### src/rtl/fsm_table_sequencer_if.sv
// Control, config and status bundle for the table-driven FSM sequencer.
// master drives the run/config inputs; slave is the sequencer itself.
interface fsm_table_sequencer_if #(
  parameter int unsigned CNT_W = 8
);
  logic             cfg_we;
  logic [3:0]       cfg_addr;
  logic [5:0]       cfg_data;
  logic             start;
  logic             stop;
  logic             a;
  logic [2:0]       init_state;
  logic [2:0]       target;
  logic             target_en;
  logic [CNT_W-1:0] max_steps;
  logic [2:0]       estado;
  logic [2:0]       saida;
  logic [CNT_W-1:0] step_cnt;
  logic             busy;
  logic             done;
  logic             hit;
  logic             cfg_err;

  modport master (
    output cfg_we, cfg_addr, cfg_data, start, stop, a,
           init_state, target, target_en, max_steps,
    input  estado, saida, step_cnt, busy, done, hit, cfg_err
  );

  modport slave (
    input  cfg_we, cfg_addr, cfg_data, start, stop, a,
           init_state, target, target_en, max_steps,
    output estado, saida, step_cnt, busy, done, hit, cfg_err
  );
endinterface

### src/rtl/fsm_table_sequencer.sv
// Table-driven 3-bit-state / 1-input FSM engine with run control,
// step limiting and target-state detection around a 16x6 runtime table.
module fsm_table_sequencer #(
  parameter int unsigned CNT_W = 8
) (
  input  logic                  clk,
  input  logic                  reset,
  fsm_table_sequencer_if.slave  bus
);

  typedef enum logic [1:0] {
    ST_IDLE = 2'd0,
    ST_RUN  = 2'd1,
    ST_DONE = 2'd2
  } state_t;

  state_t           r_state, w_state_nxt;
  logic [5:0]       r_table [16];
  logic [2:0]       r_estado, w_estado_nxt;
  logic [2:0]       r_saida, w_saida_nxt;
  logic [CNT_W-1:0] r_step_cnt, w_cnt_nxt, w_cnt_inc;
  logic             r_hit, w_hit_nxt;
  logic             r_cfg_err, w_cfg_err_nxt;
  logic             r_busy, r_done;
  logic [5:0]       w_entry;
  logic             w_tgt, w_lim, w_sat;

  // Table storage survives reset; writes only land while idle.
  always_ff @(posedge clk) begin
    if (bus.cfg_we && (r_state == ST_IDLE)) begin
      r_table[bus.cfg_addr] <= bus.cfg_data;
    end
  end

  assign w_entry   = r_table[{r_estado, bus.a}];
  assign w_cnt_inc = r_step_cnt + CNT_W'(1);
  assign w_sat     = (bus.max_steps == '0) && (&r_step_cnt);
  assign w_tgt     = bus.target_en && (w_entry[5:3] == bus.target);
  assign w_lim     = (bus.max_steps != '0) && (w_cnt_inc == bus.max_steps);

  always_ff @(posedge clk) begin
    if (reset) begin
      r_state    <= ST_IDLE;
      r_estado   <= 3'd0;
      r_saida    <= 3'd0;
      r_step_cnt <= '0;
      r_hit      <= 1'b0;
      r_cfg_err  <= 1'b0;
      r_busy     <= 1'b0;
      r_done     <= 1'b0;
    end else begin
      r_state    <= w_state_nxt;
      r_estado   <= w_estado_nxt;
      r_saida    <= w_saida_nxt;
      r_step_cnt <= w_cnt_nxt;
      r_hit      <= w_hit_nxt;
      r_cfg_err  <= w_cfg_err_nxt;
      r_busy     <= (w_state_nxt == ST_RUN);
      r_done     <= (w_state_nxt == ST_DONE);
    end
  end

  // Stop outranks everything in RUN and DONE; target outranks the step limit.
  always_comb begin
    w_state_nxt   = r_state;
    w_estado_nxt  = r_estado;
    w_saida_nxt   = r_saida;
    w_cnt_nxt     = r_step_cnt;
    w_hit_nxt     = r_hit;
    w_cfg_err_nxt = bus.cfg_we && (r_state != ST_IDLE);
    case (r_state)
      ST_IDLE: begin
        if (bus.start) begin
          w_state_nxt  = ST_RUN;
          w_estado_nxt = bus.init_state;
          w_cnt_nxt    = '0;
          w_hit_nxt    = 1'b0;
        end
      end
      ST_RUN: begin
        if (bus.stop) begin
          w_state_nxt = ST_IDLE;
        end else begin
          w_estado_nxt = w_entry[5:3];
          w_saida_nxt  = w_entry[2:0];
          w_cnt_nxt    = w_sat ? r_step_cnt : w_cnt_inc;
          if (w_tgt) begin
            w_state_nxt = ST_DONE;
            w_hit_nxt   = 1'b1;
          end else if (w_lim) begin
            w_state_nxt = ST_DONE;
            w_hit_nxt   = 1'b0;
          end
        end
      end
      ST_DONE: begin
        if (bus.stop) begin
          w_state_nxt = ST_IDLE;
          w_hit_nxt   = 1'b0;
        end else if (bus.start) begin
          w_state_nxt  = ST_RUN;
          w_estado_nxt = bus.init_state;
          w_cnt_nxt    = '0;
          w_hit_nxt    = 1'b0;
        end
      end
      default: w_state_nxt = ST_IDLE;
    endcase
  end

  assign bus.estado   = r_estado;
  assign bus.saida    = r_saida;
  assign bus.step_cnt = r_step_cnt;
  assign bus.busy     = r_busy;
  assign bus.done     = r_done;
  assign bus.hit      = r_hit;
  assign bus.cfg_err  = r_cfg_err;

endmodule

### src/flat_wrapper.sv
// flat-port wrapper written by rule: the top's interface ports become plain ports
module fsm_table_sequencer_flat 
#(
  parameter int unsigned CNT_W = 8
)
  (clk, reset, bus_cfg_we, bus_cfg_addr, bus_cfg_data, bus_start, bus_stop, bus_a, bus_init_state, bus_target, bus_target_en, bus_max_steps, bus_estado, bus_saida, bus_step_cnt, bus_busy, bus_done, bus_hit, bus_cfg_err);
  fsm_table_sequencer_if #(.CNT_W(CNT_W)) bus_i ();
  input  logic clk;
  input  logic reset;
  input wire logic [$bits(bus_i.cfg_we)-1:0] bus_cfg_we;
  input wire logic [$bits(bus_i.cfg_addr)-1:0] bus_cfg_addr;
  input wire logic [$bits(bus_i.cfg_data)-1:0] bus_cfg_data;
  input wire logic [$bits(bus_i.start)-1:0] bus_start;
  input wire logic [$bits(bus_i.stop)-1:0] bus_stop;
  input wire logic [$bits(bus_i.a)-1:0] bus_a;
  input wire logic [$bits(bus_i.init_state)-1:0] bus_init_state;
  input wire logic [$bits(bus_i.target)-1:0] bus_target;
  input wire logic [$bits(bus_i.target_en)-1:0] bus_target_en;
  input wire logic [$bits(bus_i.max_steps)-1:0] bus_max_steps;
  output wire logic [$bits(bus_i.estado)-1:0] bus_estado;
  output wire logic [$bits(bus_i.saida)-1:0] bus_saida;
  output wire logic [$bits(bus_i.step_cnt)-1:0] bus_step_cnt;
  output wire logic [$bits(bus_i.busy)-1:0] bus_busy;
  output wire logic [$bits(bus_i.done)-1:0] bus_done;
  output wire logic [$bits(bus_i.hit)-1:0] bus_hit;
  output wire logic [$bits(bus_i.cfg_err)-1:0] bus_cfg_err;
  assign bus_i.cfg_we = bus_cfg_we;
  assign bus_i.cfg_addr = bus_cfg_addr;
  assign bus_i.cfg_data = bus_cfg_data;
  assign bus_i.start = bus_start;
  assign bus_i.stop = bus_stop;
  assign bus_i.a = bus_a;
  assign bus_i.init_state = bus_init_state;
  assign bus_i.target = bus_target;
  assign bus_i.target_en = bus_target_en;
  assign bus_i.max_steps = bus_max_steps;
  assign bus_estado = bus_i.estado;
  assign bus_saida = bus_i.saida;
  assign bus_step_cnt = bus_i.step_cnt;
  assign bus_busy = bus_i.busy;
  assign bus_done = bus_i.done;
  assign bus_hit = bus_i.hit;
  assign bus_cfg_err = bus_i.cfg_err;
  fsm_table_sequencer #(.CNT_W(CNT_W)) u_core (.clk(clk), .reset(reset), .bus(bus_i));
endmodule
### config.mk
export PLATFORM = sky130hd
export DESIGN_NAME = fsm_table_sequencer_flat
export DESIGN_NICKNAME = d
export VERILOG_FILES = /design/src/rtl/fsm_table_sequencer_if.sv /design/src/rtl/fsm_table_sequencer.sv /design/src/flat_wrapper.sv
export SDC_FILE = /design/constraint.sdc
export NUM_CORES = 1
export LEC_CHECK = 0
export ABC_AREA = 0
export BUFFER_PORTS_ARGS = -buffer_cell sky130_fd_sc_hd__buf_2
export CORE_MARGIN = 2
export CORE_UTILIZATION = 60
export DETAILED_ROUTE_END_ITERATION = 6
export PLACE_DENSITY = 0.77
export SYNTH_ARGS = -nofsm -noshare
export SYNTH_HDL_FRONTEND = slang
export SYNTH_SLANG_ARGS = --single-unit
### constraint.sdc
create_clock -name clk -period 3.69 [get_ports clk]
set_input_delay 0.738 -clock clk [delete_from_list [all_inputs] [get_ports clk]]
set_output_delay 0.738 -clock clk [all_outputs]
set_load 0.1 [all_outputs]
==> run summary <==
post-synthesis mux area share: 0.1352
fill cell count: 523
crit start category: flop
pwr dens: 547.7 nW/um^2
critical path class: flop to flop
Nets: 450
gp weighted congestion: 0.8069
Final TNS setup: 0 ns
Initial Utilization: 0.6196
Slew headroom: 0.3316
fraction of layout cells with a size suffix above 1: 0.2717
DRT antenna net count: 0
Synth area leaders: edfxtp_1 57%, mux4_2 8.8%, dfxtp_1 7.9%
post-synthesis sequential area ratio: 0.6449
initial antenna violation count: 0
Max H-tree Level: 4
Synthesized Nets: 388
Compound-Gate Fraction of Synth Area: 0.06980
final hold vios: 0
status: complete, no violations
Site Rows: 33
area growth from synthesis to layout: 18.01%
largest family of logic cells by synthesized area: multiplexers
Synth Area in XOR/XNOR: 0.02236
Endpoint, Worst Hold: u_core.bus.saida[2]$_SDFFE_PP0P_
min-delay src: u_core.bus.saida[2]$_SDFFE_PP0P_
Starting DRT DRC Count: 319
Post-synth EDFFs: 96
crit path max-delay cell type: ha_1
worst vdd ir: 0.4249 mV
Synth Instances: 352
Clock transition at path regs: 0.05 ns
die height: 96.12 um
worst path cell trace: ha_1, nor2_1, nor2_1, nand2_1, a41o_1, or2_1, or4_1, a21oi_1
hold depth: 2
first-pass GRT wire length: 16370 um
routed vias: 3202
synthesized cell area: 5091 sq um
post-synth top area share: 0.5662
Avg Vias per Cell: 6.019
largest net degree at the start of global routing: 21
core region area: 8217 sq um
Post-Route WL: 10680 um
RSZ-0062 raised after global routing: false
post-route insts no fill: 532
Yosys warnings: 0
Reg2Reg Launch Point: u_core.r_state[0]$_SDFF_PP0_
Pleak: 0.002086 uW
simple logic cell fraction of the synthesized area: 0.09953
die area: 9238 sq um
Routed wire per std cell: 20.07 um
asr flop ratio synth: 0
Area after DPL: 5453 sq um
adder-cell share of the synthesized area: 0.01229
fmax: 0.3660 GHz
Root Buffer Master: clkbuf_8
reg2reg setup slack: 0.96 ns
count leader, synth: edfxtp_1
DRC: 0
Crit path top cell by count: nor2_1
Clock Skew: 0.005334 ns
hold_buf cts: 0
# clock sinks: 116
Top Ports: 49
GRT Total Usage: 0.2525
Primary FF master, synth: edfxtp_1
DP Wirelength: 7213 um
TritonCTS clock tree: built
Hold/Removal Path Class: flop to flop
fin crit period: 2.732 ns
Worst-Margin Slew: 0.9950 ns
vias in the first global route: 3116
number of synthesized register bits: 116
# Post-CTS Setup Buffers: 0
# Max-Cap Violations: 0
I/O Buffers: 48
Worst setup EP type: flop
crit-path max cell delay: 0.52 ns
global route overflow: 0
post-synth top area cell: edfxtp_1
Slew Limit Fails: 0
# setup viols final: 0
# diodes: 0
Worst Path Max Fanout: 14
Die X: 96.12 um
worst hold margin: 0.5112 ns
placed cells: 500
Post-Route Utilization: 0.7312
WP data required: 4.13 ns
final instance area: 6008 sq um
Commonest cells post-synth: 96 x edfxtp_1, 40 x nor2_1, 20 x dfxtp_1, 20 x mux4_2
R2R cell count: 8
clk buf depth: 2
Period Utilization, post-route: 0.7405
Netlist cell types: 49
Clock Latency Late Sink: 0.51 ns
Num CTS Buffers: 17
crit path DAT: 3.17 ns
reg2reg end: u_core.bus.step_cnt[5]$_SDFFE_PP0P_
# resized after CTS: 0
drt pass-1 iters: 7
syn avg cell area: 14.46 sq um
[power breakdown]
group	total, uW	internal [uW]	switching (uW)	leakage, uW
Combinational	310	110	200	0.000799
Sequential	1460	1440	18.8	0.00103
Clock	1520	952	570	0.000258
[worst max-delay path by stage]
stage	startpoint	end	slack (ns)	cells after the start
6_report	u_core.r_state[0]$_SDFF_PP0_	u_core.bus.step_cnt[5]$_SDFFE_PP0P_	0.96	8
5_1_grt	u_core.r_state[0]$_SDFF_PP0_	u_core.bus.step_cnt[5]$_SDFFE_PP0P_	0.67	8
4_1_cts	u_core.r_state[0]$_SDFF_PP0_	u_core.bus.step_cnt[6]$_SDFFE_PP0P_	0.95	8
3_5_place_dp	bus_a	u_core.bus.hit$_SDFFE_PP0P_	0.48	8
3_3_place_gp	bus_a	u_core.bus.hit$_SDFFE_PP0P_	0.62	9
2_1_floorplan	u_core.bus.estado[1]$_SDFFE_PP0P_	u_core.bus.hit$_SDFFE_PP0P_	0.61	8
[cells by family (layout without fill, tap and decap cells)]
kind of cell / count (synthesis) / in the layout
flip-flops: 116 / 116
XOR/XNOR: 13 / 13
adder cells (fa/ha/maj): 5 / 5
multiplexers: 39 / 39
AO/OA/AOI/OAI: 56 / 56
AND/OR/NAND/NOR: 105 / 105
buffers and inverters: 18 / 93
[cells in the final DEF (no fill, tap or decap), drive strengths merged, types with 9 or more instances in the layout]
master  instances
a21oi          19
buf            54
clkbuf         18
dfxtp          20
edfxtp         96
mux2           12
mux4           22
nand2          18
nor2           40
o21ai          13
o22ai          10
xnor2           9
[sequential cells by signal, indices dropped and copies added (netlist names)]
| name | cells |
|---|---|
| u_core.r_table | 96 |
| u_core.bus.step_cnt | 8 |
| u_core.r_state | 2 |
| u_core.bus.done | 1 |
| u_core.bus.hit | 1 |
| u_core.bus.cfg_err | 1 |
| u_core.bus.busy | 1 |
| u_core.bus.estado | 3 |
| u_core.bus.saida | 3 |
[critical path: cells and delay by family (launching register included)]
| family | cells | cell delay [ns] |
|---|---|---|
| compound gates | 2 | 0.52 |
| simple gates | 5 | 1.21 |
| fa+ha+maj | 1 | 0.52 |
| flops | 1 | 0.41 |
[stage by stage]
stage | total power [uW] | worst slack (ns)
after floorplan | 1704 | 0.6094
after global routing | 3390 | 0.6735
after CTS | 3304 | 0.9516
after global placement | 1783 | 0.6157
final | 3290 | 0.9577
after detailed placement | 1792 | 0.4789
[layer usage]
| layer | routed length, um | global-route usage |
|---|---|---|
| met1 | 4378 | 0.3311 |
| met2 | 5409 | 0.4109 |
| met5 | 0 | 0 |
| met4 | 148 | 0.08690 |
| met3 | 739 | 0.06891 |
[cell type report]
type / count / area (sq um) / share of cell area
inverter: 7 / 26.28 / 0.004373
multi-input combinational: 218 / 1727 / 0.2874
clock buffer: 18 / 417.9 / 0.06955
clock inverter: 14 / 137.6 / 0.02291
timing repair buffer: 54 / 285.3 / 0.04748
sequential: 116 / 3283 / 0.5464
tap: 105 / 131.4 / 0.02187
Note: power is estimated with default switching activity, not from simulation.
